$ cat config.mk
export PLATFORM = sky130hd
export DESIGN_NAME = hdlc_host_ctrl
export DESIGN_NICKNAME = d
export VERILOG_FILES = /design/src/rtl/hdlc_pkg.sv /design/src/rtl/hdlc_host_ctrl.sv
export SDC_FILE = /design/constraint.sdc
export NUM_CORES = 1
export LEC_CHECK = 0
export BUFFER_PORTS_ARGS = -buffer_cell sky130_fd_sc_hd__buf_2
export CAP_MARGIN = 30
export CORE_ASPECT_RATIO = 1.2
export CORE_MARGIN = 3
export CORE_UTILIZATION = 35
export CTS_CLUSTER_SIZE = 8
export DETAILED_ROUTE_END_ITERATION = 8
export GPL_ROUTABILITY_DRIVEN = 0
export SLEW_MARGIN = 25
export SYNTH_ARGS = -nofsm -noshare
export SYNTH_HDL_FRONTEND = slang
export SYNTH_SLANG_ARGS = --single-unit
$ cat constraint.sdc
create_clock -name Clk -period 2 [get_ports Clk]
set_input_delay 0.2 -clock Clk [delete_from_list [all_inputs] [get_ports Clk]]
set_output_delay 0.2 -clock Clk [all_outputs]
set_load 0.03 [all_outputs]
$ cat src/rtl/hdlc_pkg.sv
// Shared HDLC register map, status/control bit positions and host-controller state encoding.
package hdlc_pkg;

  localparam logic [2:0] ADDR_TX_SC   = 3'd0;
  localparam logic [2:0] ADDR_TX_BUFF = 3'd1;
  localparam logic [2:0] ADDR_RX_SC   = 3'd2;
  localparam logic [2:0] ADDR_RX_BUFF = 3'd3;
  localparam logic [2:0] ADDR_RX_LEN  = 3'd4;

  localparam int unsigned TX_DONE_BIT      = 0;
  localparam int unsigned TX_ENABLE_BIT    = 1;
  localparam int unsigned TX_ABORT_BIT     = 2;

  localparam int unsigned RX_READY_BIT     = 0;
  localparam int unsigned RX_DROP_BIT      = 1;
  localparam int unsigned RX_FRAME_ERR_BIT = 2;
  localparam int unsigned RX_ABORT_BIT     = 3;
  localparam int unsigned RX_OVERFLOW_BIT  = 4;

  localparam int unsigned MAX_TX_LEN_DEF = 126;

  localparam logic [7:0] TX_GO_CMD   = 8'(1 << TX_ENABLE_BIT);
  localparam logic [7:0] RX_DROP_CMD = 8'(1 << RX_DROP_BIT);

  typedef enum logic [3:0] {
    IDLE,
    RX_POLL,
    RX_STAT,
    RX_LEN,
    RX_RD,
    RX_DROP,
    TX_CHK,
    TX_STAT,
    TX_WR,
    TX_GO
  } state_t;

endpackage

$ cat src/rtl/hdlc_host_ctrl.sv
// Host-side HDLC register sequencer: polls RX/TX status, streams RX bytes out
// and TX bytes in through the controller's byte-wide register interface.
module hdlc_host_ctrl
  import hdlc_pkg::*;
#(
  parameter int unsigned POLL_GAP   = 4,
  parameter int unsigned MAX_TX_LEN = MAX_TX_LEN_DEF
) (
  input  logic       Clk,
  input  logic       Rst,
  output logic [2:0] Address,
  output logic       WriteEnable,
  output logic       ReadEnable,
  output logic [7:0] DataIn,
  input  logic [7:0] DataOut,
  input  logic       tx_valid,
  input  logic [7:0] tx_data,
  input  logic       tx_last,
  output logic       tx_ready,
  output logic       rx_valid,
  output logic [7:0] rx_data,
  output logic       rx_last,
  output logic       rx_err,
  input  logic       rx_ready,
  output logic       tx_len_err,
  output logic       busy
);

  state_t      state, state_nxt;
  logic [15:0] gap_cnt;
  logic        gap_done;
  logic        rx_first;
  logic        len_ph;
  logic [2:0]  err_flags;
  logic [7:0]  rx_len;
  logic [7:0]  rd_cnt;
  logic [7:0]  rcv_cnt;
  logic [7:0]  tx_cnt;
  logic        rd_pend;
  logic        rx_accept;
  logic        rx_issue;
  logic        rcv_is_last;
  logic        tx_room;
  logic        drop_frame;

  assign gap_done    = (32'(gap_cnt) + 32'd1 >= POLL_GAP);
  assign rx_accept   = rx_valid && rx_ready;
  // Only one Rx_Buff read outstanding, and only when its byte has somewhere to land.
  assign rx_issue    = (state == RX_RD) && !rd_pend && (rd_cnt < rx_len) &&
                       (!rx_valid || rx_accept);
  assign rcv_is_last = ((rcv_cnt + 8'd1) == rx_len);
  assign tx_room     = (32'(tx_cnt) < MAX_TX_LEN);
  // Frame/abort errors drop the frame; overflow frames are delivered and flagged via rx_err.
  assign drop_frame  = (DataOut == 8'd0) || err_flags[0] || err_flags[1];
  assign busy        = (state != IDLE);

  always_ff @(posedge Clk) begin
    if (!Rst) state <= IDLE;
    else      state <= state_nxt;
  end

  always_comb begin
    state_nxt   = state;
    Address     = ADDR_TX_SC;
    WriteEnable = 1'b0;
    ReadEnable  = 1'b0;
    DataIn      = '0;
    tx_ready    = 1'b0;
    tx_len_err  = 1'b0;
    unique case (state)
      IDLE: begin
        if (gap_done) state_nxt = (!rx_first && tx_valid) ? TX_CHK : RX_POLL;
      end
      RX_POLL: begin
        Address    = ADDR_RX_SC;
        ReadEnable = 1'b1;
        state_nxt  = RX_STAT;
      end
      RX_STAT: begin
        Address   = ADDR_RX_SC;
        state_nxt = DataOut[RX_READY_BIT] ? RX_LEN : IDLE;
      end
      RX_LEN: begin
        // First cycle issues the Rx_Len read, second cycle samples it.
        Address    = ADDR_RX_LEN;
        ReadEnable = !len_ph;
        if (len_ph) state_nxt = drop_frame ? RX_DROP : RX_RD;
      end
      RX_DROP: begin
        Address     = ADDR_RX_SC;
        WriteEnable = 1'b1;
        DataIn      = RX_DROP_CMD;
        state_nxt   = IDLE;
      end
      RX_RD: begin
        Address    = ADDR_RX_BUFF;
        ReadEnable = rx_issue;
        if (rx_accept && rx_last) state_nxt = IDLE;
      end
      TX_CHK: begin
        Address    = ADDR_TX_SC;
        ReadEnable = 1'b1;
        state_nxt  = TX_STAT;
      end
      TX_STAT: begin
        Address   = ADDR_TX_SC;
        state_nxt = DataOut[TX_DONE_BIT] ? TX_WR : IDLE;
      end
      TX_WR: begin
        Address     = ADDR_TX_BUFF;
        tx_ready    = 1'b1;
        DataIn      = tx_data;
        WriteEnable = tx_valid && tx_room;
        tx_len_err  = tx_valid && tx_last && !tx_room;
        if (tx_valid && tx_last) state_nxt = TX_GO;
      end
      TX_GO: begin
        Address     = ADDR_TX_SC;
        WriteEnable = 1'b1;
        DataIn      = TX_GO_CMD;
        state_nxt   = IDLE;
      end
      default: state_nxt = IDLE;
    endcase
  end

  always_ff @(posedge Clk) begin
    if (!Rst) begin
      gap_cnt   <= '0;
      rx_first  <= 1'b1;
      len_ph    <= 1'b0;
      err_flags <= '0;
      rx_len    <= '0;
      rd_cnt    <= '0;
      rcv_cnt   <= '0;
      rd_pend   <= 1'b0;
      tx_cnt    <= '0;
      rx_valid  <= 1'b0;
      rx_data   <= '0;
      rx_last   <= 1'b0;
      rx_err    <= 1'b0;
    end else begin
      gap_cnt <= (state == IDLE && !gap_done) ? gap_cnt + 16'd1 : '0;

      if (state == RX_POLL)     rx_first <= 1'b0;
      else if (state == TX_CHK) rx_first <= 1'b1;

      if (state == RX_STAT) err_flags <= DataOut[RX_OVERFLOW_BIT:RX_FRAME_ERR_BIT];
      len_ph <= (state == RX_LEN) && !len_ph;

      if (state == RX_LEN && len_ph) begin
        rx_len  <= DataOut;
        rd_cnt  <= '0;
        rcv_cnt <= '0;
        rd_pend <= 1'b0;
      end else begin
        rd_pend <= rx_issue;
        if (rx_issue) rd_cnt  <= rd_cnt + 8'd1;
        if (rd_pend)  rcv_cnt <= rcv_cnt + 8'd1;
      end

      if (rd_pend) begin
        rx_valid <= 1'b1;
        rx_data  <= DataOut;
        rx_last  <= rcv_is_last;
        rx_err   <= rcv_is_last && err_flags[2];
      end else if (rx_accept) begin
        rx_valid <= 1'b0;
        rx_last  <= 1'b0;
        rx_err   <= 1'b0;
      end

      if (state == TX_STAT)                          tx_cnt <= '0;
      else if (state == TX_WR && tx_valid && tx_room) tx_cnt <= tx_cnt + 8'd1;
    end
  end

endmodule

==> results of run 1 <==
what timing repair did:
item	4_1_cts	5_1_grt
pin swaps	3	13
buffers inserted	2	0
resized for setup	5	29
setup endpoints to repair	7	17
cell families (layout without fill, tap and decap cells):
group,count (synthesis),after routing,share of synthesized area [%]
mux,16,16,4.620
simple gates,173,173,27.22
fa+ha+maj,12,12,4.298
compound gates,59,59,12.68
xor+xnor,31,31,7.772
buf+inv,34,110,3.760
flops,69,69,39.54
other cells,1,14,0.1073
registers in the layout (all words and copies together), names as in the netlist:
signal and cells:
rx_err 1, state 4, rx_len 8, err_flags 3
rcv_cnt 8, rx_data 8, rx_last 1, gap_cnt 16
rx_valid 1, len_ph 1, rx_first 1, rd_pend 1
tx_cnt 8, rd_cnt 8
cells in the mapped netlist (8+ instances only):
library cell | count | area [µm²]
and2_1 | 9 | 56.30
dfxtp_1 | 69 | 1381
nor2_1 | 39 | 146.4
ha_1 | 12 | 150.1
nand4_1 | 10 | 62.56
nor3_1 | 8 | 40.04
inv_1 | 17 | 63.81
nand3_1 | 27 | 135.1
xnor2_1 | 17 | 148.9
a21boi_1 | 8 | 60.06
nand2_1 | 30 | 112.6
a21oi_1 | 14 | 70.07
nor2b_1 | 14 | 87.58
clkbuf_1 | 12 | 45.04
mux2i_1 | 15 | 150.1
xor2_1 | 14 | 122.6
per-layer routing:
metal | track usage (%) | share of wire [%]
met5 | 0 | 0
met1 | 17.26 | 43
met4 | 6.742 | 2.1
met3 | 3.251 | 3.9
met2 | 26.75 | 51
path summary, 6_finish.rpt:
path	startpoint	end
setup / recovery	rd_cnt[1]	ReadEnable
setup reg to reg	gap_cnt[1]	gap_cnt[0]
hold reg to reg	tx_cnt[6]	tx_cnt[6]
hold / removal	DataOut[5]	rx_len[5]
area by class of cell:
cell class	instances	area, µm²
clock buffers	13	270.3
fillers	942	5042
inverters	18	67.56
multi-input cells	305	2177
repair buffers	76	465.4
well taps	123	153.9
clock inverters	3	42.54
flip-flops and latches	69	1394
worst max-delay path: cells and delay by family, from the launching register on:
| kind | cells | cell delay, ns |
|---|---|---|
| buffers and inverters | 1 | 0.13 |
| adders and majority gates | 1 | 0.22 |
| AOI/OAI and AO/OA | 3 | 0.70 |
| DFF | 1 | 0.36 |
| and+or+nand+nor | 1 | 0.09 |
power breakdown:
part	leakage, nW	switching, mW	total, mW	internal [mW]
combinational	1.09	0.475	0.807	0.332
clock	0.152	0.559	1.62	1.06
sequential	0.566	0.0874	1.53	1.44
total	1.81	1.12	3.96	2.84
==> results by group, run 1 <==
Finish
  • Final Cell Area: 4571 µm²
  • Nets: 512
  • Final Instance Count excl. Fillers: 607
  • Most frequent cells in the layout: 61 x dfxtp_1, 45 x buf_2, 38 x nor2_1
  • Most common cell after layout, fill and taps aside: dfxtp_1
  • Final Core Density: 47.55%
  • Fraction of layout instances using a drive strength above 1: 25.83%
  • # diodes: 0
  • Area Growth Syn to Fin: 30.84%

Status
  • Status: finished with violations
  • Failing checks: negative setup slack

Global route
  • Global-route wire length before repair: 13,730 µm
  • Total gr overflow: 0
  • Initial antenna violation count: 0
  • Largest net degree at the start of global routing: 33
  • Global Route Usage Sum: 14.97%
  • Vias in the first global route: 3,028

Die
  • Initial Util: 36.34%
  • FP Rows: 39
  • Io pins: 48
  • Die width: 97.20 µm
  • Core region area: 9613 µm²
  • DIE HEIGHT: 115.4 µm
  • Die ar.: 11,220 µm²

CTS
  • CTS max path bufs: 2
  • CTS sink count: 69
  • Clk root buf: clkbuf_16
  • Worst skew pair latency: 0.33 ns
  • Post-CTS Hold Buffers: 0
  • Total CTS buffers: 9
  • Clk pin slew, worst setup/hold paths: 0.05 ns
  • CTS tree: done
  • CTS H-Tree Depth: 3

Drt
  • Initial DRC count: 109
  • Post-DR wirelength/cell: 13.41 µm
  • DR pass1 iterations: 4
  • Via count: 3,050
  • Vias/cell: 5.025
  • Routed WL: 8142 µm
  • Post-route ant nets: 0
  • Post-route DRC: 0

Synthesis
  • Synth Register Bits: 69
  • Synthesized instance count: 395
  • Yosys cell types: 55
  • Async S/R FF share, synth: 0%
  • Syn_area_per_cell: 8.844 µm²
  • Top FF cell, synth: dfxtp_1
  • Yosys warning count: 0
  • Post-synth EDFFs: 0
  • Register area share after synthesis: 39.54%
  • Mapped cell area: 3493 µm²

Worst setup path
  • Setup CP Type: reg2out
  • R2r setup slk: 0.01 ns
  • Most used cell, CP: a21o_1
  • CP max-delay cell: dfxtp_4
  • Worst setup SP type: register
  • Crit path max fanout: 4
  • Worst Path Arrival: 1.83 ns
  • Required @ worst endpoint: 1.80 ns
  • Crit path cell chain: ha_4, a21o_1, a211o_4, a21o_1, nand2_1, buf_6
  • CP max stage delay: 0.36 ns
  • R2R depth: 8
  • Critical path capture point type: output port

STA
  • Setup-failing EPs final: 1
  • RSZ-0062 raised after global routing: true
  • Final Max Slew Viols: 0
  • Final period util: 101.4%
  • Final Hold Viols: 0
  • Setup WS post-layout: -0.02841 ns
  • Fmax: 493.0 MHz
  • Minimum clock period: 2.028 ns
  • Clock skew: 0.007047 ns
  • WHS: 0.1436 ns
  • Setup TNS: -0.02841 ns

Hold path
  • Worst Hold Path Cells: 3
  • Worst Hold Class: in2reg

Placed design
  • Dpl cells: 589
  • Pre-CTS setup slack: -0.04196 ns
  • HPWL Detailed: 5996 µm
  • Port Buffers: 47
  • DP Area: 4070 µm²

Pwr
  • Leakage: 1.805 nW
  • Maximum vdd drop: 0.4947 mV
  • Pwr dens: 866.3 nW/µm²
  • Final Power: 3.960 mW

Job
  • Max Cap Viol: 0
No activity file was read; power rests on OpenSTA's default activity.
==> run 2, diff against run 1 <==
Clock period 2 ns to 2.4 ns, I/O delays scaled along.
==> run 2 against run 1 <==
  * The flow now finishes without violations
  * Sequential power fell by 18%
  * Global-route usage fell by 0.65 points
  * Die area did not move
  * Via count fell by 5.2%
==> results by group, run 2 (synthesis results as in run 1) <==
Status
  • Status: finished, final reports clean

Worst setup path
  • Crit path cell chain: inv_1, ha_1, a21o_1, a211o_4, a21o_4, nand2_1, clkbuf_4
  • WP buf/inv: 2
  • Critical path capture point type: output port
  • Crit path max fanout: 7
  • Required @ worst endpoint: 2.16 ns
  • Setup CP Type: reg2out
  • CP max stage delay: 0.38 ns
  • CP max-delay cell: a211o_4
  • CP top delay family: compound AO/OA/AOI/OAI gates
  • Worst Path Arrival: 2.06 ns
  • Worst setup SP type: register

Drt
  • Post-route DRC: 0
  • Via count: 2,891
  • Vias/cell: 4.933
  • DR pass1 iterations: 4
  • Post-DR wirelength/cell: 12.77 µm
  • Routed WL: 7481 µm
  • Initial DRC count: 75
  • Post-route ant nets: 0

CTS
  • CTS H-Tree Depth: 3
  • Postcts setup bufs: 0
  • Post-CTS Hold Buffers: 0
  • Clk root buf: clkbuf_16
  • CTS sink count: 69
  • Cts repair resizes: 0
  • Total CTS buffers: 9
  • Worst skew pair latency: 0.33 ns
  • CTS max path bufs: 2
  • CTS tree: done
  • Clk pin slew, worst setup/hold paths: 0.05 ns

Global route
  • Largest net degree at the start of global routing: 19
  • Global Route Usage Sum: 14.31%
  • Vias in the first global route: 2,841
  • Initial antenna violation count: 0
  • Global-route wire length before repair: 13,210 µm
  • Total gr overflow: 0

Die
  • Initial Util: 36.34%
  • Die ar.: 11,220 µm²
  • Core region area: 9613 µm²
  • DIE HEIGHT: 115.4 µm
  • FP Rows: 39
  • Die width: 97.20 µm
  • Io pins: 48

Pwr
  • Maximum vdd drop: 0.4066 mV
  • Leakage: 1.696 nW
  • Pwr dens: 737.4 nW/µm²
  • Final Power: 3.136 mW

STA
  • Final Hold Viols: 0
  • Setup TNS: 0 ns
  • Clock skew: 0.007507 ns
  • RSZ-0062 raised after global routing: false
  • Minimum clock period: 2.300 ns
  • Setup-failing EPs final: 0
  • Final Max Slew Viols: 0
  • Final period util: 95.84%
  • Fmax: 434.8 MHz

Finish
  • Most common cell after layout, fill and taps aside: dfxtp_1
  • Nets: 493
  • Area Growth Syn to Fin: 21.74%
  • Fraction of layout instances using a drive strength above 1: 19.01%
  • Most frequent cells in the layout: 69 x dfxtp_1, 46 x buf_2, 39 x nor2_1
  • Reg with most FFs: gap_cnt
  • # diodes: 0
  • Largest register FFs: 16

Hold path
  • Worst Hold Class: in2reg

Placed design
  • Port Buffers: 47
  • HPWL Detailed: 5561 µm

Job
  • Max Cap Viol: 0
==> run 2: changes by cell type in the layout (fill, tap and decap cells not counted), moves of 2 or more <==
cell | before | now
ha_1 | 8 | 12
buf_4 | 29 | 10
ha_4 | 3 | 0
buf_6 | 2 | 0
a2111oi_4 | 4 | 0
a2111oi_2 | 1 | 4
dfxtp_1 | 61 | 69
dfxtp_2 | 7 | 0
==> run 2: per-layer routing <==
metal	global-route usage, %	part of all wire (%)	vias to the layer above
li1	-	-	1514
met1	17.70	47	1325
met2	24.22	49	50
met3	2.830	3.8	2
met4	6.648	0.53	0
met5	0	0	-
==> run 2: report_power, final <==
| group | switching [mW] | total, mW | leakage (nW) | internal, mW |
|---|---|---|---|---|
| clock | 0.450 | 1.25 | 0.144 | 0.798 |
| combinational | 0.390 | 0.630 | 0.990 | 0.241 |
| sequential | 0.0569 | 1.26 | 0.562 | 1.20 |
==> run 2: path summary, 6_finish.rpt <==
kind / from / endpoint / slack, ns / cells after the start
max: rx_len[1] / ReadEnable / 0.1 / 7
min: DataOut[6] / rx_len[6] / 0.20 / 3
max reg2reg: gap_cnt[0] / gap_cnt[1] / 0.26 / 7
min reg2reg: rx_err / rx_err / 0.47 / 2
==> run 2: layout make-up <==
cell class | count | area, µm²
Tap cell | 123 | 153.9
Timing Repair Buffer | 57 | 312.8
Clock inverter | 1 | 5.005
Sequential cell | 69 | 1381
Inverter | 18 | 67.56
Multi-Input combinational cell | 305 | 2052
Clock buffer | 13 | 280.3
Fill cell | 941 | 5360
==> run 2: worst register-to-register path: stages, from the launching register on <==
cell and delay (ns):
dfxtp_1 0.42, ha_1 0.24, nand4_1 0.20, nor4_2 0.33, mux2i_1 0.22, nand4b_1 0.16, nor4_4 0.33, and3_1 0.20
==> run 2: stage by stage <==
step	util [%]	area (µm²)	instances	setup slack (ns)	hold slack, ns
2_1_floorplan	-	3542	408	0.4248	0.3864
3_3_place_gp	41.01	3943	572	0.3033	0.4594
3_5_place_dp	41.01	3943	572	0.2290	0.4676
4_1_cts	43.98	4228	586	0.05046	0.1849
5_1_grt	44.24	4253	586	0.01061	0.2066
6_report	44.24	4253	586	0.09987	0.1964
==> run 3, diff against run 2 <==
Settings changed: RECOVER_POWER set to 100.
==> run 3 against run 2 <==
  * Clock-buffer cell count did not move
  * Sequential power barely moved
  * Global-route usage did not move
  * Clock skew fell by 0.0026 ns
  * Power fell by 0.90%
==> results by group, run 3 (synthesis results as in run 1) <==
Status
  • Status: finished, final reports clean

Placed design
  • Dpl cells: 572
  • DP Area: 3943 µm²
  • HPWL Detailed: 5561 µm
  • Port Buffers: 47

Worst setup path
  • Crit path max fanout: 7
  • Worst setup SP type: register
  • WP buf/inv: 2
  • Launch point of the worst reg-to-reg path: gap_cnt[0]
  • Required @ worst endpoint: 2.16 ns
  • Crit path cell chain: inv_1, ha_1, a21o_1, a211o_4, a21o_4, nand2_1, clkbuf_4
  • CP max-delay cell: a211o_4
  • Reg2reg end: gap_cnt[1]
  • Critical path capture point type: output port
  • Setup CP Type: reg2out
  • CP top delay family: compound AO/OA/AOI/OAI gates
  • R2R depth: 7
  • R2r setup slk: 0.19 ns
  • CP max stage delay: 0.38 ns
  • Worst Path Arrival: 2.06 ns

Drt
  • Post-route ant nets: 0
  • Initial DRC count: 64
  • Post-DR wirelength/cell: 12.82 µm
  • Via count: 2,926
  • Vias/cell: 4.993
  • DR pass1 iterations: 4
  • Post-route DRC: 0
  • Routed WL: 7511 µm

STA
  • Rel. slew slack: 29.30%
  • Setup-failing EPs final: 0
  • Minimum clock period: 2.304 ns
  • Final period util: 96.01%
  • WHS: 0.2095 ns
  • Clock skew: 0.004921 ns
  • Fmax: 434.0 MHz
  • Tightest Pin Transition: 1.060 ns
  • Setup TNS: 0 ns
  • Final Hold Viols: 0
  • Final Max Slew Viols: 0
  • RSZ-0062 raised after global routing: false

Die
  • Die width: 97.20 µm
  • Initial Util: 36.34%
  • Io pins: 48
  • DIE HEIGHT: 115.4 µm
  • Die ar.: 11,220 µm²
  • FP Rows: 39
  • Core region area: 9613 µm²

Finish
  • Fraction of layout instances using a drive strength above 1: 14.69%
  • Final Cell Area: 4195 µm²
  • Most frequent cells in the layout: 69 x dfxtp_1, 39 x nor2_1, 30 x nand2_1
  • Nets: 493
  • Reg with most FFs: gap_cnt
  • Final Instance Count excl. Fillers: 586
  • # diodes: 0
  • Largest register FFs: 16
  • Most common cell after layout, fill and taps aside: dfxtp_1
  • Area Growth Syn to Fin: 20.09%

Global route
  • Total gr overflow: 0
  • Largest net degree at the start of global routing: 19
  • Vias in the first global route: 2,841
  • Global Route Usage Sum: 14.31%
  • Initial antenna violation count: 0
  • Global-route wire length before repair: 13,210 µm

Pwr
  • Pwr dens: 740.8 nW/µm²
  • Maximum vdd drop: 0.4019 mV
  • Final Power: 3.108 mW
  • Leakage: 1.607 nW

CTS
  • CTS tree: done
  • Clk root buf: clkbuf_16
  • CTS max path bufs: 2
  • Clk pin slew, worst setup/hold paths: 0.05 ns
  • CTS sink count: 69
  • Total CTS buffers: 9
  • Postcts setup bufs: 0
  • Worst skew pair latency: 0.33 ns
  • CTS H-Tree Depth: 3

Job
  • Max Cap Viol: 0

Hold path
  • Worst Hold Class: in2reg
  • Worst hold start: DataOut[6]
  • Worst Hold Path Cells: 3
  • Hold Path Sink: rx_len[6]
run 3: routing by layer:
layer  track usage (%)  vias to the layer above  routed length (µm)
li1                  -                     1517                   -
met1             17.70                     1343                3463
met2             24.22                       56                3604
met3             2.830                       10                 316
met4             6.648                        0                 126
met5                 0                        -                   0
run 3: repair_timing:
item,4_1_cts,5_1_grt
hold buffers,0,0
endpoints found under the hold margin,0,0
setup endpoints to repair,0,3
resized for setup,0,5
run 3: final cells by class:
type	count	area, µm²
flip-flops and latches	69	1381
multi-input cells	305	2031
well taps	123	153.9
clock inverters	1	5.005
repair buffers	57	276.5
fillers	955	5418
clock buffers	13	280.3
inverters	18	67.56
run 3: tightest hold or removal path: stages:
cell	delay (ns)
buf_2	0.12
nand3_1	0.06
a21boi_0	0.07
run 3: worst max-delay path by stage:
stage          startpoint          end  cells past startpoint
2_1_floorplan    state[2]  WriteEnable                      4
3_3_place_gp   gap_cnt[0]   gap_cnt[0]                      7
3_5_place_dp   gap_cnt[0]   gap_cnt[1]                      7
4_1_cts         rx_len[1]   ReadEnable                      7
5_1_grt         rx_len[1]   ReadEnable                      7
6_report        rx_len[1]   ReadEnable                      7
run 3: report_power, final:
group / internal [mW] / leakage, nW / switching [mW] / total, mW
clock network: 0.798 / 0.144 / 0.452 / 1.25
registers: 1.20 / 0.562 / 0.0546 / 1.26
logic: 0.218 / 0.901 / 0.384 / 0.602
run 3: through the flow:
stage / utilization (%) / worst slack (ns)
floorplan: - / 0.4248
finish: 43.64 / 0.09579
CTS: 43.98 / 0.05046
global route: 43.64 / 0.01061
global placement: 41.01 / 0.3033
detailed placement: 41.01 / 0.2290
